## src/rtl/serial_mag_comparator.sv

```systemverilog
// ---------------------------------------------------------------------------
// serial_mag_comparator
//
// Multi-cycle magnitude comparator. Two WIDTH-bit operands are captured when
// a compare is accepted, then compared DIGIT bits per clock, most significant
// digit first. A runtime mode selects an unsigned or a two's complement
// compare. With EARLY_EXIT = 1 the compare stops at the first differing
// digit; with EARLY_EXIT = 0 it always takes NDIG digit-cycles.
//
// Ports:
//   clk          in   rising-edge clock
//   rst_n        in   synchronous active-low reset
//   start        in   request a compare (accepted only in IDLE)
//   mode_signed  in   0 = unsigned, 1 = two's complement (sampled at accept)
//   op_a, op_b   in   operands (sampled at accept)
//   busy         out  high while digits are being compared
//   done         out  one-cycle pulse, results valid from this cycle on
//   lt, eq, gt   out  A < B, A == B, A > B (one-hot after done)
//   cycles       out  digit-cycles used by the last compare
// ---------------------------------------------------------------------------
module serial_mag_comparator #(
  parameter int WIDTH      = 16,
  parameter int DIGIT      = 4,
  parameter bit EARLY_EXIT = 1'b1,
  localparam int NDIG      = (DIGIT >= 1) ? (WIDTH / DIGIT) : 1,
  localparam int CW        = $clog2(NDIG) + 1
) (
  input  logic             clk,
  input  logic             rst_n,
  input  logic             start,
  input  logic             mode_signed,
  input  logic [WIDTH-1:0] op_a,
  input  logic [WIDTH-1:0] op_b,
  output logic             busy,
  output logic             done,
  output logic             lt,
  output logic             eq,
  output logic             gt,
  output logic [CW-1:0]    cycles
);

  // Reject parameter sets that cannot be split into whole digits.
  generate
    if ((DIGIT < 1) ? 1'b1 : ((WIDTH % DIGIT) != 0)) begin : g_bad_params
      $error("serial_mag_comparator: WIDTH must be a non-zero multiple of DIGIT");
    end
  endgenerate

  localparam int IW = (NDIG > 1) ? $clog2(NDIG) : 1;

  typedef enum logic [1:0] {
    S_IDLE,
    S_RUN,
    S_DONE
  } state_t;

  state_t           r_state, w_state_next;
  logic [WIDTH-1:0] r_a, r_b, w_a_next, w_b_next;
  logic [IW-1:0]    r_idx, w_idx_next;
  logic             r_lt, r_eq, r_gt;
  logic             w_lt_next, w_eq_next, w_gt_next;
  logic [CW-1:0]    r_cycles, w_cycles_next;
  // Sticky "first difference" record used when running the full length.
  logic             r_dec, r_dec_lt, r_dec_gt;
  logic             w_dec_next, w_dec_lt_next, w_dec_gt_next;

  logic [WIDTH-1:0] w_sign_mask;
  logic [DIGIT-1:0] w_dig_a [NDIG];
  logic [DIGIT-1:0] w_dig_b [NDIG];
  logic [DIGIT-1:0] w_cur_a, w_cur_b;
  logic             w_cur_lt, w_cur_gt, w_last;
  logic             w_fin_lt, w_fin_gt;
  logic [CW-1:0]    w_cnt;

  // Digit gi is slice [WIDTH-1-DIGIT*gi -: DIGIT]; digit 0 is the MSB digit.
  generate
    for (genvar gi = 0; gi < NDIG; gi++) begin : g_digits
      assign w_dig_a[gi] = r_a[WIDTH-1-DIGIT*gi -: DIGIT];
      assign w_dig_b[gi] = r_b[WIDTH-1-DIGIT*gi -: DIGIT];
    end
  endgenerate

  // Flipping the sign bit of both operands maps two's complement ordering
  // onto unsigned ordering, so the digit engine itself is always unsigned.
  assign w_sign_mask = WIDTH'(mode_signed) << (WIDTH - 1);

  assign w_cur_a  = w_dig_a[r_idx];
  assign w_cur_b  = w_dig_b[r_idx];
  assign w_cur_lt = (w_cur_a < w_cur_b);
  assign w_cur_gt = (w_cur_a > w_cur_b);
  assign w_last   = (r_idx == IW'(NDIG - 1));
  assign w_cnt    = CW'(r_idx) + CW'(1);

  // An earlier recorded difference always outranks the current digit.
  assign w_fin_lt = r_dec ? r_dec_lt : w_cur_lt;
  assign w_fin_gt = r_dec ? r_dec_gt : w_cur_gt;

  always_ff @(posedge clk) begin
    if (!rst_n) begin
      r_state  <= S_IDLE;
      r_a      <= '0;
      r_b      <= '0;
      r_idx    <= '0;
      r_lt     <= 1'b0;
      r_eq     <= 1'b0;
      r_gt     <= 1'b0;
      r_cycles <= '0;
      r_dec    <= 1'b0;
      r_dec_lt <= 1'b0;
      r_dec_gt <= 1'b0;
    end else begin
      r_state  <= w_state_next;
      r_a      <= w_a_next;
      r_b      <= w_b_next;
      r_idx    <= w_idx_next;
      r_lt     <= w_lt_next;
      r_eq     <= w_eq_next;
      r_gt     <= w_gt_next;
      r_cycles <= w_cycles_next;
      r_dec    <= w_dec_next;
      r_dec_lt <= w_dec_lt_next;
      r_dec_gt <= w_dec_gt_next;
    end
  end

  always_comb begin
    w_state_next  = r_state;
    w_a_next      = r_a;
    w_b_next      = r_b;
    w_idx_next    = r_idx;
    w_lt_next     = r_lt;
    w_eq_next     = r_eq;
    w_gt_next     = r_gt;
    w_cycles_next = r_cycles;
    w_dec_next    = r_dec;
    w_dec_lt_next = r_dec_lt;
    w_dec_gt_next = r_dec_gt;
    busy          = 1'b0;
    done          = 1'b0;

    unique case (r_state)
      S_IDLE: begin
        if (start) begin
          w_state_next  = S_RUN;
          w_a_next      = op_a ^ w_sign_mask;
          w_b_next      = op_b ^ w_sign_mask;
          w_idx_next    = '0;
          w_lt_next     = 1'b0;
          w_eq_next     = 1'b0;
          w_gt_next     = 1'b0;
          w_cycles_next = '0;
          w_dec_next    = 1'b0;
          w_dec_lt_next = 1'b0;
          w_dec_gt_next = 1'b0;
        end
      end

      S_RUN: begin
        busy = 1'b1;
        if ((EARLY_EXIT && (w_cur_lt || w_cur_gt)) || w_last) begin
          // With early exit this is idx+1 at the deciding digit; without it
          // we only get here on the last digit, where idx+1 == NDIG.
          w_state_next  = S_DONE;
          w_lt_next     = w_fin_lt;
          w_gt_next     = w_fin_gt;
          w_eq_next     = !(w_fin_lt || w_fin_gt);
          w_cycles_next = w_cnt;
        end else begin
          w_idx_next = r_idx + IW'(1);
          if (!r_dec && (w_cur_lt || w_cur_gt)) begin
            w_dec_next    = 1'b1;
            w_dec_lt_next = w_cur_lt;
            w_dec_gt_next = w_cur_gt;
          end
        end
      end

      S_DONE: begin
        done         = 1'b1;
        w_state_next = S_IDLE;
      end

      default: begin
        w_state_next = S_IDLE;
      end
    endcase
  end

  assign lt     = r_lt;
  assign eq     = r_eq;
  assign gt     = r_gt;
  assign cycles = r_cycles;

endmodule

```

## config.mk

```make
export PLATFORM = sky130hd
export DESIGN_NAME = serial_mag_comparator
export DESIGN_NICKNAME = d
export VERILOG_FILES = /design/src/rtl/serial_mag_comparator.sv
export SDC_FILE = /design/constraint.sdc
export NUM_CORES = 1
export LEC_CHECK = 0
export ABC_AREA = 1
export CORE_MARGIN = 4
export CORE_UTILIZATION = 44
export DETAILED_ROUTE_END_ITERATION = 10
export PLACE_DENSITY_LB_ADDON = 0.12
export SLEW_MARGIN = 25
export SYNTH_ARGS = -nofsm -noshare
export SYNTH_HDL_FRONTEND = slang
export SYNTH_SLANG_ARGS = --single-unit
```

## constraint.sdc

```tcl
create_clock -name clk -period 2.9 [get_ports clk]
set_input_delay 0.29 -clock clk [delete_from_list [all_inputs] [get_ports clk]]
set_output_delay 0.29 -clock clk [all_outputs]
set_load 0.02 [all_outputs]
```

Yosys cells after proc, flatten, opt, wreduce, memory -nomap -nowiden
Index checks and enable logic that the tools add are counted.
Word-level totals
  register bits: 45
  bits of input ports: 36
  logic and storage cells: 74
Operators by class
  add/subtract/negate cells: 2
  order comparisons: 3
  equality and inequality tests: 7
  mux-type cells: 35
  bitwise logic cells: 3
  reduce and logical (&&, ||, !) cells: 13
Operators with widths (number)
  16-bit XOR: 2
  4-bit binary-select mux with 2-bit select: 2
  4-bit 2-to-1 mux: 4
  1-bit 2-to-1 mux: 14
  1-bit one-hot mux with 2 select lines: 6
  2-bit 2-to-1 mux: 4
  2-bit inequality test, second input constant: 4
  2-bit one-hot mux with 2 select lines: 2
  3-bit 2-to-1 mux: 2
  3-bit one-hot mux with 2 select lines: 1
  3-bit AND reduction: 2
  2-bit == test, second input constant: 2
  4-bit > comparator: 1
  4-bit < comparator: 1
  2-bit AND reduction: 2
  4-bit AND reduction: 1
  2-bit by 1-bit adder with 3-bit output, second input constant: 1
  3-bit >= comparator, second input constant: 1
  1-bit logical OR: 3
  2-bit inverter with 3-bit output: 1
  2-bit by 1-bit adder with 2-bit output, second input constant: 1
  2-bit by 1-bit == test with 1-bit output, second input constant: 1
  1-bit zero test: 2
  2-bit zero test: 1
  2 further kinds: 2

Longest topological paths before layout
Gate-level depths: netlist of the first run.
  depth after elaboration: 10
  mapped depth: 16
  depth with buffers taken out: 15

Worst setup path after synthesis of the first run
Ideal clock, no wire load.
  kind: flip-flop to flip-flop
  from: reg r_idx[0]
  to: reg r_lt (netlist: lt)
  setup time: 0.129 ns
  arrival time: 1.862 ns
  setup slack: 0.910 ns
  cell stages (with the launch flop): 15
  buffers on the path: 1
  clock period less this slack: 1.990 ns
  cells stage by stage: dfxtp_1 > inv_1 > clkbuf_1 > nand2_1 > a32o_1 > ha_1 > nand2_1 > inv_2 > nand3_2 > nor2_2 > nand2_2 > nand2_4 > nand2_4 > o21ai_1 > nor2_1
On the way
  cells in the longest elaborated chain, start to end: 9
Ends and longest elaborated chain
  start, declared: line 59  | logic [IW-1:0] r_idx, w_idx_next;
  start signal, assigned: line 115  | r_idx <= w_idx_next;
  2-bit inverter with 3-bit output (not written as such): line 87, 88
  4-bit binary-select mux with 2-bit select (on tied branches): line 87, 88
  4-bit 2-to-1 mux (on tied branches) (2 in series): line 87, 88
  4-bit < comparator or 4-bit > comparator (tied branches): line 89, 90
  1-bit logical OR (2 in series): line 160  | if ((EARLY_EXIT && (w_cur_lt || w_cur_gt)) || w_last) begin
  2-bit inequality test (no source line)
  3-bit AND reduction (no source line)
  end signal, assigned: line 116  | r_lt <= w_lt_next;
  end, declared: line 60  | logic r_lt, r_eq, r_gt;
Several ways; a longest one is shown, not always the timed one. The select of a mux whose other input is x is not followed.
A chain may end at the register's enable or synchronous reset.

Final worst setup path of the first run
  from: reg r_idx[1]
  to: reg r_lt (netlist: lt)
The elaborated chain is that of the path after synthesis.

==> flow_results.xml, run 1 <==
<?xml version="1.0" encoding="UTF-8"?>
<metrics>
  <group name="status">
    <metric name="run_status" unit="">completed</metric>
  </group>
  <group name="final_layout">
    <metric name="fraction_of_final_layout_cells_sized_beyond_drive_strength_1" unit="">0.0777</metric>
    <metric name="area.growth.synth_to_final" unit="%">24.5</metric>
    <metric name="layout.nets" unit="">350</metric>
    <metric name="postLayoutCellArea" unit="um2">2540</metric>
    <metric name="antennaDiodeCount" unit="">0</metric>
    <metric name="mostFrequentLayoutCell" unit="">sky130_fd_sc_hd__nor2_1</metric>
    <metric name="most-common-layout-cells" unit="">sky130_fd_sc_hd__nor2_1, sky130_fd_sc_hd__dfxtp_1, sky130_fd_sc_hd__clkdlybuf4s50_1</metric>
  </group>
  <group name="grt">
    <metric name="grt.overflow.total" unit="">0</metric>
    <metric name="grt_start_max_net_pins" unit="">40</metric>
    <metric name="vias_in_the_first_global_route" unit="">1709</metric>
    <metric name="grt_pass1_wl" unit="um">7640</metric>
    <metric name="gr-max-usage-layer" unit="">met2</metric>
    <metric name="grt_util_all_layers" unit="">0.157</metric>
    <metric name="grt.met2_usage" unit="">0.247</metric>
    <metric name="grtUsageMet3" unit="">0.0366</metric>
    <metric name="number_of_antenna_violations_at_the_first_check_in_global_routing" unit="">0</metric>
    <metric name="grtUsageMet1" unit="">0.206</metric>
  </group>
  <group name="clocking">
    <metric name="hold_fix_buffers_cts" unit="">0</metric>
    <metric name="cts.repair_timing.setup_buffer_count" unit="">0</metric>
    <metric name="cts-root-buf" unit="">sky130_fd_sc_hd__clkbuf_8</metric>
    <metric name="cts-buffers-inserted" unit="">5</metric>
    <metric name="cts.sinks" unit="">45</metric>
    <metric name="cts-root-to-sink-buffers" unit="">2</metric>
    <metric name="cts_tree" unit="">done</metric>
    <metric name="clkLatencyLatePin" unit="ns">0.29</metric>
    <metric name="cts_resized" unit="">0</metric>
    <metric name="clock_input_transition_at_the_sequential_cells_of_the_worst_setup_and_hold_paths" unit="ns">0.08</metric>
    <metric name="htree_num_levels" unit="">2</metric>
  </group>
  <group name="worst_setup_path">
    <metric name="crit_chain" unit="">inv_1, a32o_1, ha_1, nand2_1, nand2_1, nand2_1, nand2_1, nand2_2, nand2_4, nand2_4, o21ai_1, nor2_1</metric>
    <metric name="crit_buf_inv" unit="">1</metric>
    <metric name="timing.critical_path.from_type" unit="">flip-flop</metric>
    <metric name="r2r-start" unit="">r_idx[1]</metric>
    <metric name="r2r.worst_path.cells" unit="">12</metric>
    <metric name="critical_path.endpoint_type" unit="">flip-flop</metric>
    <metric name="r2r_slack" unit="ns">0.75</metric>
    <metric name="endpoint" unit="">lt</metric>
    <metric name="timing.critical_path.fanout_max" unit="">11</metric>
    <metric name="reg2reg_to" unit="">lt</metric>
    <metric name="critical-path-top-delay-family" unit="">simple AND/OR/NAND/NOR gates</metric>
    <metric name="worst_setup_path_startpoint" unit="">r_idx[1]</metric>
    <metric name="cp_common_cell" unit="">sky130_fd_sc_hd__nand2_1</metric>
    <metric name="critPathArrivalTime" unit="ns">2.32</metric>
    <metric name="timing.critical_path.slowest_stage_cell" unit="">sky130_fd_sc_hd__dfxtp_1</metric>
    <metric name="crit_cells" unit="">12</metric>
    <metric name="critPathRequiredTime" unit="ns">3.07</metric>
    <metric name="critPathKind" unit="">flip-flop to flip-flop</metric>
    <metric name="crit_path_max_incr_delay" unit="ns">0.45</metric>
  </group>
  <group name="timing">
    <metric name="fin_crit_sh" unit="">0.740</metric>
    <metric name="finalClockSkew" unit="ns">0.00499</metric>
    <metric name="grt_setup_unrepaired" unit="">no</metric>
    <metric name="finalHoldWorstSlack" unit="ns">0.452</metric>
    <metric name="fin_hold_viols" unit="">0</metric>
    <metric name="slew_worst_pin" unit="ns">0.570</metric>
    <metric name="report.final.slew_viol_count" unit="">0</metric>
    <metric name="final_period_minus_worst_setup_slack" unit="ns">2.15</metric>
    <metric name="setup_ws" unit="ns">0.754</metric>
    <metric name="maxClockFrequency" unit="GHz">0.466</metric>
    <metric name="maxSlewHeadroom" unit="">0.620</metric>
    <metric name="setup-tns-final" unit="ns">0</metric>
    <metric name="final-setup-viol-count" unit="">0</metric>
  </group>
  <group name="floorplanning">
    <metric name="fp.coreArea" unit="um2">4410</metric>
    <metric name="die_w" unit="um">76.1</metric>
    <metric name="die_y" unit="um">76.1</metric>
    <metric name="num_io_pins" unit="">44</metric>
    <metric name="std_cell_rows" unit="">24</metric>
    <metric name="initial_core_util" unit="">0.463</metric>
    <metric name="die_area" unit="um2">5800</metric>
  </group>
  <group name="placed_design">
    <metric name="numPortBuffers" unit="">43</metric>
    <metric name="place_ws" unit="ns">0.755</metric>
    <metric name="placed_area" unit="um2">2460</metric>
    <metric name="dp_hpwl" unit="um">3180</metric>
    <metric name="routabilityCongestion" unit="">0.825</metric>
  </group>
  <group name="synthesis">
    <metric name="syn_area" unit="um2">2040</metric>
    <metric name="net_count_after_synthesis" unit="">312</metric>
    <metric name="postSynthRegisterBits" unit="">45</metric>
    <metric name="ys_top_cells_by_area" unit="">sky130_fd_sc_hd__dfxtp_1, sky130_fd_sc_hd__nor2_1, sky130_fd_sc_hd__o21ai_0, sky130_fd_sc_hd__nand2_1, sky130_fd_sc_hd__ha_1</metric>
    <metric name="synth.yosys.seq_area_share" unit="">0.441</metric>
    <metric name="post_synth_num_cell_types" unit="">32</metric>
    <metric name="postSynthAreaPerCell" unit="um2">7.54</metric>
    <metric name="synthDominantAreaCellType" unit="">sky130_fd_sc_hd__dfxtp_1</metric>
    <metric name="synthesis.instances" unit="">271</metric>
    <metric name="synthesis.yosys.warnings" unit="">0</metric>
    <metric name="yosys.area.top_type_share" unit="">0.441</metric>
  </group>
  <group name="detailed_routing">
    <metric name="num_vias" unit="">1814</metric>
    <metric name="drt_drc_violations_left" unit="">0</metric>
    <metric name="drt_iter0_drc" unit="">104</metric>
    <metric name="wl_per_cell" unit="um">12.0</metric>
    <metric name="detail_route.wirelength" unit="um">4330</metric>
    <metric name="drtAntennaViolNets" unit="">0</metric>
    <metric name="viasPerCell" unit="">5.02</metric>
    <metric name="drt_pass1_iterations" unit="">4</metric>
  </group>
  <group name="power">
    <metric name="cellPowerDensity" unit="nW/um2">571</metric>
    <metric name="power.leakage" unit="nW">1.01</metric>
    <metric name="peakVddDrop" unit="mV">0.283</metric>
  </group>
  <group name="min_path">
    <metric name="worstHoldStart" unit="">r_dec_lt</metric>
    <metric name="hold_class" unit="">flip-flop to flip-flop</metric>
  </group>
  <group name="run">
    <metric name="max-cap-violations" unit="">0</metric>
  </group>
</metrics>
[routing by layer]
| metal | vias to the layer above | routed length, um |
|---|---|---|
| met2 | 43 | 1860 |
| met5 | - | 0 |
| li1 | 965 | - |
| met3 | 5 | 329 |
| met4 | 0 | 55 |
| met1 | 801 | 2080 |
[kinds of logic (layout without fill, tap and decap cells)]
family | count (synthesis) | after routing | share of synthesized area
DFF | 45 | 45 | 0.441
adders and majority gates | 5 | 5 | 0.0306
buffers and inverters | 30 | 68 | 0.0790
and+or+nand+nor | 125 | 125 | 0.271
xor gates and xnor gates | 2 | 2 | 0.00857
AOI/OAI and AO/OA | 64 | 64 | 0.170
[sequential cells by signal, summed over array words and instances (netlist names)]
register  cells
r_idx         2
r_dec_lt      1
r_a          16
gt            1
r_dec_gt      1
r_dec         1
eq            1
r_state       2
r_b          16
cycles        3
lt            1
[layout make-up]
class	instances	area, um2
Timing Repair Buffer	46	453
Clock buffer	7	86.3
Tap cell	52	65.1
Fill cell	434	1870
Sequential cell	45	901
Multi-Input combinational cell	196	981
Inverter	15	57.6
[metrics by stage]
stage,instances,utilization,total power [mW]
after floorplan,271,-,0.984
final,361,0.576,1.45
after CTS,361,0.576,1.47
after global placement,354,0.557,1.08
after global routing,361,0.576,1.55
after detailed placement,354,0.557,1.09
[worst reg2reg max path: cells and delay by family (launching register included)]
family	cells	cell delay, ns
and+or+nand+nor	8	0.59
DFF	1	0.45
adders and majority gates	1	0.33
AOI/OAI and AO/OA	2	0.44
buffers and inverters	1	0.21
[power breakdown]
part	switching (mW)	total, mW	internal (mW)
logic	0.211	0.369	0.158
clock network	0.190	0.379	0.189
registers	0.0314	0.705	0.673
total	0.433	1.45	1.02
[worst min-delay path by stage]
| stage | to | depth (start not counted) |
|---|---|---|
| final | r_dec_lt | 2 |
| after global routing | r_dec_lt | 2 |
| after CTS | r_dec_gt | 2 |
| after detailed placement | r_dec_gt | 2 |
| after global placement | r_dec_gt | 2 |
| after floorplan | r_dec_gt | 2 |
[cells in the mapped netlist]
library cell and instances:
sky130_fd_sc_hd__clkinv_2 1, sky130_fd_sc_hd__nand3_1 10, sky130_fd_sc_hd__nor2_8 1, sky130_fd_sc_hd__nand3_4 1, sky130_fd_sc_hd__o22ai_1 4, sky130_fd_sc_hd__nor2_1 78, sky130_fd_sc_hd__a211oi_1 1, sky130_fd_sc_hd__dfxtp_1 45
sky130_fd_sc_hd__nand3_2 1, sky130_fd_sc_hd__xnor2_1 1, sky130_fd_sc_hd__clkbuf_2 1, sky130_fd_sc_hd__nand2_4 3, sky130_fd_sc_hd__clkbuf_1 6, sky130_fd_sc_hd__nand2_2 2, sky130_fd_sc_hd__a32o_1 3, sky130_fd_sc_hd__buf_8 1
sky130_fd_sc_hd__nand4_1 1, sky130_fd_sc_hd__inv_1 10, sky130_fd_sc_hd__buf_6 1, sky130_fd_sc_hd__a21oi_1 12, sky130_fd_sc_hd__buf_2 3, sky130_fd_sc_hd__ha_1 5, sky130_fd_sc_hd__o21ai_0 32, sky130_fd_sc_hd__nor2_2 1
sky130_fd_sc_hd__nor3_1 3, sky130_fd_sc_hd__nand2_1 24, sky130_fd_sc_hd__a21oi_2 1, sky130_fd_sc_hd__o21ai_1 11, sky130_fd_sc_hd__buf_4 2, sky130_fd_sc_hd__inv_2 4, sky130_fd_sc_hd__buf_12 1, sky130_fd_sc_hd__xor2_1 1
(Power assumes the default switching activity.)
==> run 2, diff against run 1 <==
Clock period 2.9 ns to 1.8 ns, I/O delays scaled along.
==> run 2 against run 1 <==
- the run now ends with setup timing left
- wire length up 9.1%
- setup slack worse by 0.97 ns
- clock power rose by 61%
- die area unchanged
- first-iteration DRC count is 31% lower
- core utilization increased by 5.1 points
- design area is 8.8% higher
- cell count rose by 3.0%
- maximum frequency is 6.6% higher
- non-clock buffer count is 11 higher
- sequential share of layout area decreased by 2.6 points
- sequential power grew 63%
- highest routed layer unchanged
==> flow_results.xml, run 2 (synthesized netlist as in run 1, its figures left out) <==
<?xml version="1.0" encoding="UTF-8"?>
<metrics>
  <group name="status">
    <metric name="run_status" unit="">complete, but fails checks</metric>
    <metric name="failing_checks" unit="">setup timing</metric>
  </group>
  <group name="detailed_routing">
    <metric name="wl_per_cell" unit="um">12.7</metric>
    <metric name="drtAntennaViolNets" unit="">0</metric>
    <metric name="detail_route.wirelength" unit="um">4720</metric>
    <metric name="drt_pass1_iterations" unit="">4</metric>
    <metric name="drt_iter0_drc" unit="">72</metric>
    <metric name="num_vias" unit="">1877</metric>
    <metric name="viasPerCell" unit="">5.05</metric>
    <metric name="drt_drc_violations_left" unit="">0</metric>
  </group>
  <group name="grt">
    <metric name="grt_start_max_net_pins" unit="">33</metric>
    <metric name="vias_in_the_first_global_route" unit="">1742</metric>
    <metric name="number_of_antenna_violations_at_the_first_check_in_global_routing" unit="">0</metric>
    <metric name="grt_pass1_wl" unit="um">7850</metric>
    <metric name="grt_util_all_layers" unit="">0.163</metric>
    <metric name="grt.overflow.total" unit="">0</metric>
  </group>
  <group name="clocking">
    <metric name="cts-buffers-inserted" unit="">5</metric>
    <metric name="clkLatencyLatePin" unit="ns">0.29</metric>
    <metric name="htree_num_levels" unit="">2</metric>
    <metric name="cts.sinks" unit="">45</metric>
    <metric name="cts-root-to-sink-buffers" unit="">2</metric>
    <metric name="cts-root-buf" unit="">sky130_fd_sc_hd__clkbuf_8</metric>
    <metric name="cts_tree" unit="">done</metric>
    <metric name="clock_input_transition_at_the_sequential_cells_of_the_worst_setup_and_hold_paths" unit="ns">0.08</metric>
  </group>
  <group name="placed_design">
    <metric name="routabilityCongestion" unit="">0.776</metric>
    <metric name="placedCellCount" unit="">360</metric>
    <metric name="dp_hpwl" unit="um">3260</metric>
    <metric name="numPortBuffers" unit="">43</metric>
  </group>
  <group name="power">
    <metric name="p_int" unit="mW">1.74</metric>
    <metric name="cellPowerDensity" unit="nW/um2">908</metric>
    <metric name="power.clock.fraction" unit="">0.243</metric>
    <metric name="switching_power" unit="mW">0.776</metric>
    <metric name="power.switching_fraction" unit="">0.309</metric>
    <metric name="seqPwrFrac" unit="">0.456</metric>
    <metric name="power.leakage" unit="nW">1.11</metric>
    <metric name="peakVddDrop" unit="mV">0.371</metric>
    <metric name="power.share.combinational" unit="">0.301</metric>
  </group>
  <group name="worst_setup_path">
    <metric name="critical_path.endpoint_type" unit="">flip-flop</metric>
    <metric name="r2r.worst_path.cells" unit="">14</metric>
    <metric name="timing.critical_path.slowest_stage_cell" unit="">sky130_fd_sc_hd__dfxtp_4</metric>
    <metric name="crit_path_max_incr_delay" unit="ns">0.42</metric>
    <metric name="critPathKind" unit="">flip-flop to flip-flop</metric>
    <metric name="critPathRequiredTime" unit="ns">1.97</metric>
    <metric name="reg2reg_to" unit="">lt</metric>
    <metric name="r2r_slack" unit="ns">-0.21</metric>
    <metric name="crit_buf_inv" unit="">2</metric>
    <metric name="cp_common_cell" unit="">sky130_fd_sc_hd__nand2_1</metric>
    <metric name="crit_chain" unit="">buf_4, nand2_1, a32o_1, ha_4, inv_1, nand2_1, nand2_1, nand2_1, nand2_2, nand2_4, nand2_8, nand2_8, o21ai_2, nor2_1</metric>
    <metric name="critical-path-top-delay-family" unit="">simple AND/OR/NAND/NOR gates</metric>
    <metric name="critPathArrivalTime" unit="ns">2.18</metric>
    <metric name="timing.critical_path.fanout_max" unit="">7</metric>
    <metric name="r2r-start" unit="">r_idx[0]</metric>
    <metric name="timing.critical_path.from_type" unit="">flip-flop</metric>
    <metric name="crit_cells" unit="">14</metric>
  </group>
  <group name="final_layout">
    <metric name="seqCellArea" unit="um2">908</metric>
    <metric name="antennaDiodeCount" unit="">0</metric>
    <metric name="area.growth.synth_to_final" unit="%">35.5</metric>
    <metric name="total_area_of_multi_input_combinational_cells" unit="um2">1080</metric>
    <metric name="most-common-layout-cells" unit="">sky130_fd_sc_hd__nor2_1, sky130_fd_sc_hd__dfxtp_1, sky130_fd_sc_hd__clkdlybuf4s50_1</metric>
    <metric name="num-fill-cells" unit="">411</metric>
    <metric name="final-instance-count-excl-fill" unit="">372</metric>
    <metric name="mostFrequentLayoutCell" unit="">sky130_fd_sc_hd__nor2_1</metric>
    <metric name="layout.nets" unit="">361</metric>
    <metric name="fraction_of_final_layout_cells_sized_beyond_drive_strength_1" unit="">0.159</metric>
  </group>
  <group name="floorplanning">
    <metric name="initial_core_util" unit="">0.463</metric>
    <metric name="num_io_pins" unit="">44</metric>
    <metric name="die_y" unit="um">76.1</metric>
    <metric name="die_w" unit="um">76.1</metric>
    <metric name="fp.coreArea" unit="um2">4410</metric>
    <metric name="std_cell_rows" unit="">24</metric>
    <metric name="die_area" unit="um2">5800</metric>
  </group>
  <group name="min_path">
    <metric name="min_delay_worst_endpoint" unit="">r_dec_gt</metric>
    <metric name="hold_class" unit="">flip-flop to flip-flop</metric>
    <metric name="worstHoldStart" unit="">r_dec_gt</metric>
    <metric name="whs_path_depth" unit="">2</metric>
  </group>
  <group name="timing">
    <metric name="finalHoldWorstSlack" unit="ns">0.461</metric>
    <metric name="maxClockFrequency" unit="GHz">0.496</metric>
    <metric name="setup_ws" unit="ns">-0.214</metric>
    <metric name="slew_worst_pin" unit="ns">0.467</metric>
    <metric name="fin_crit_sh" unit="">1.12</metric>
    <metric name="finalClockSkew" unit="ns">0.00396</metric>
    <metric name="setup-tns-final" unit="ns">-1.56</metric>
    <metric name="final_period_minus_worst_setup_slack" unit="ns">2.01</metric>
    <metric name="grt_setup_unrepaired" unit="">yes</metric>
    <metric name="report.final.slew_viol_count" unit="">0</metric>
    <metric name="maxSlewHeadroom" unit="">0.689</metric>
    <metric name="fin_hold_viols" unit="">0</metric>
    <metric name="final-setup-viol-count" unit="">10</metric>
  </group>
  <group name="run">
    <metric name="max-cap-violations" unit="">0</metric>
  </group>
</metrics>
-- run 2: worst max path at each step --
stage              from  to  slack [ns]
2_1_floorplan  r_idx[0]  lt       -0.05
3_3_place_gp   r_idx[0]  lt       -0.12
3_5_place_dp   r_idx[0]  lt       -0.21
4_1_cts        r_idx[0]  lt       -0.13
5_1_grt        r_idx[0]  lt       -0.32
6_report       r_idx[0]  lt       -0.21
-- run 2: per-layer routing --
layer / wire [um] / track usage / vias to the layer above / part of all wire
met1: 2210 / 0.205 / 854 / 0.47
met2: 2210 / 0.261 / 35 / 0.47
li1: - / - / 983 / -
met3: 232 / 0.0520 / 5 / 0.049
met5: 0 / 0 / - / 0
met4: 67 / 0.0542 / 0 / 0.014
-- run 2: power groups by stage --
stage	Sequential (mW)	Combinational [mW]	Clock, mW
2_1_floorplan	1.15	0.452	0
3_3_place_gp	1.16	0.613	0
3_5_place_dp	1.16	0.624	0
4_1_cts	1.14	0.653	0.630
5_1_grt	1.16	0.842	0.672
6_report	1.15	0.756	0.611
-- run 2: worst reg2reg max path, delay by kind of cell, from the launching register on --
| kind | cells | cell delay [ns] |
|---|---|---|
| AOI/OAI and AO/OA | 2 | 0.42 |
| buffers and inverters | 2 | 0.23 |
| adders and majority gates | 1 | 0.16 |
| and+or+nand+nor | 9 | 0.67 |
| DFF | 1 | 0.42 |
-- run 2: area by class of cell --
class | instances | area share
multi-input cells | 196 | 0.391
flip-flops and latches | 45 | 0.328
repair buffers | 57 | 0.203
clock buffers | 7 | 0.0312
inverters | 15 | 0.0235
well taps | 52 | 0.0235
-- run 2: what timing repair did --
item                       4_1_cts  5_1_grt
hold buffers                     0        0
setup endpoints to repair       10       10
resized for setup                8       20
setup buffers                    1        4
pin swaps                        3       12
-- run 2: through the flow --
| step | area, um2 | total power [mW] | util | worst slack (ns) |
|---|---|---|---|---|
| floorplan | 2080 | 1.61 | - | -0.0519 |
| global placement | 2520 | 1.77 | 0.571 | -0.119 |
| global route | 2770 | 2.67 | 0.627 | -0.320 |
| finish | 2770 | 2.51 | 0.627 | -0.214 |
| detailed placement | 2520 | 1.79 | 0.571 | -0.209 |
| CTS | 2650 | 2.42 | 0.601 | -0.126 |
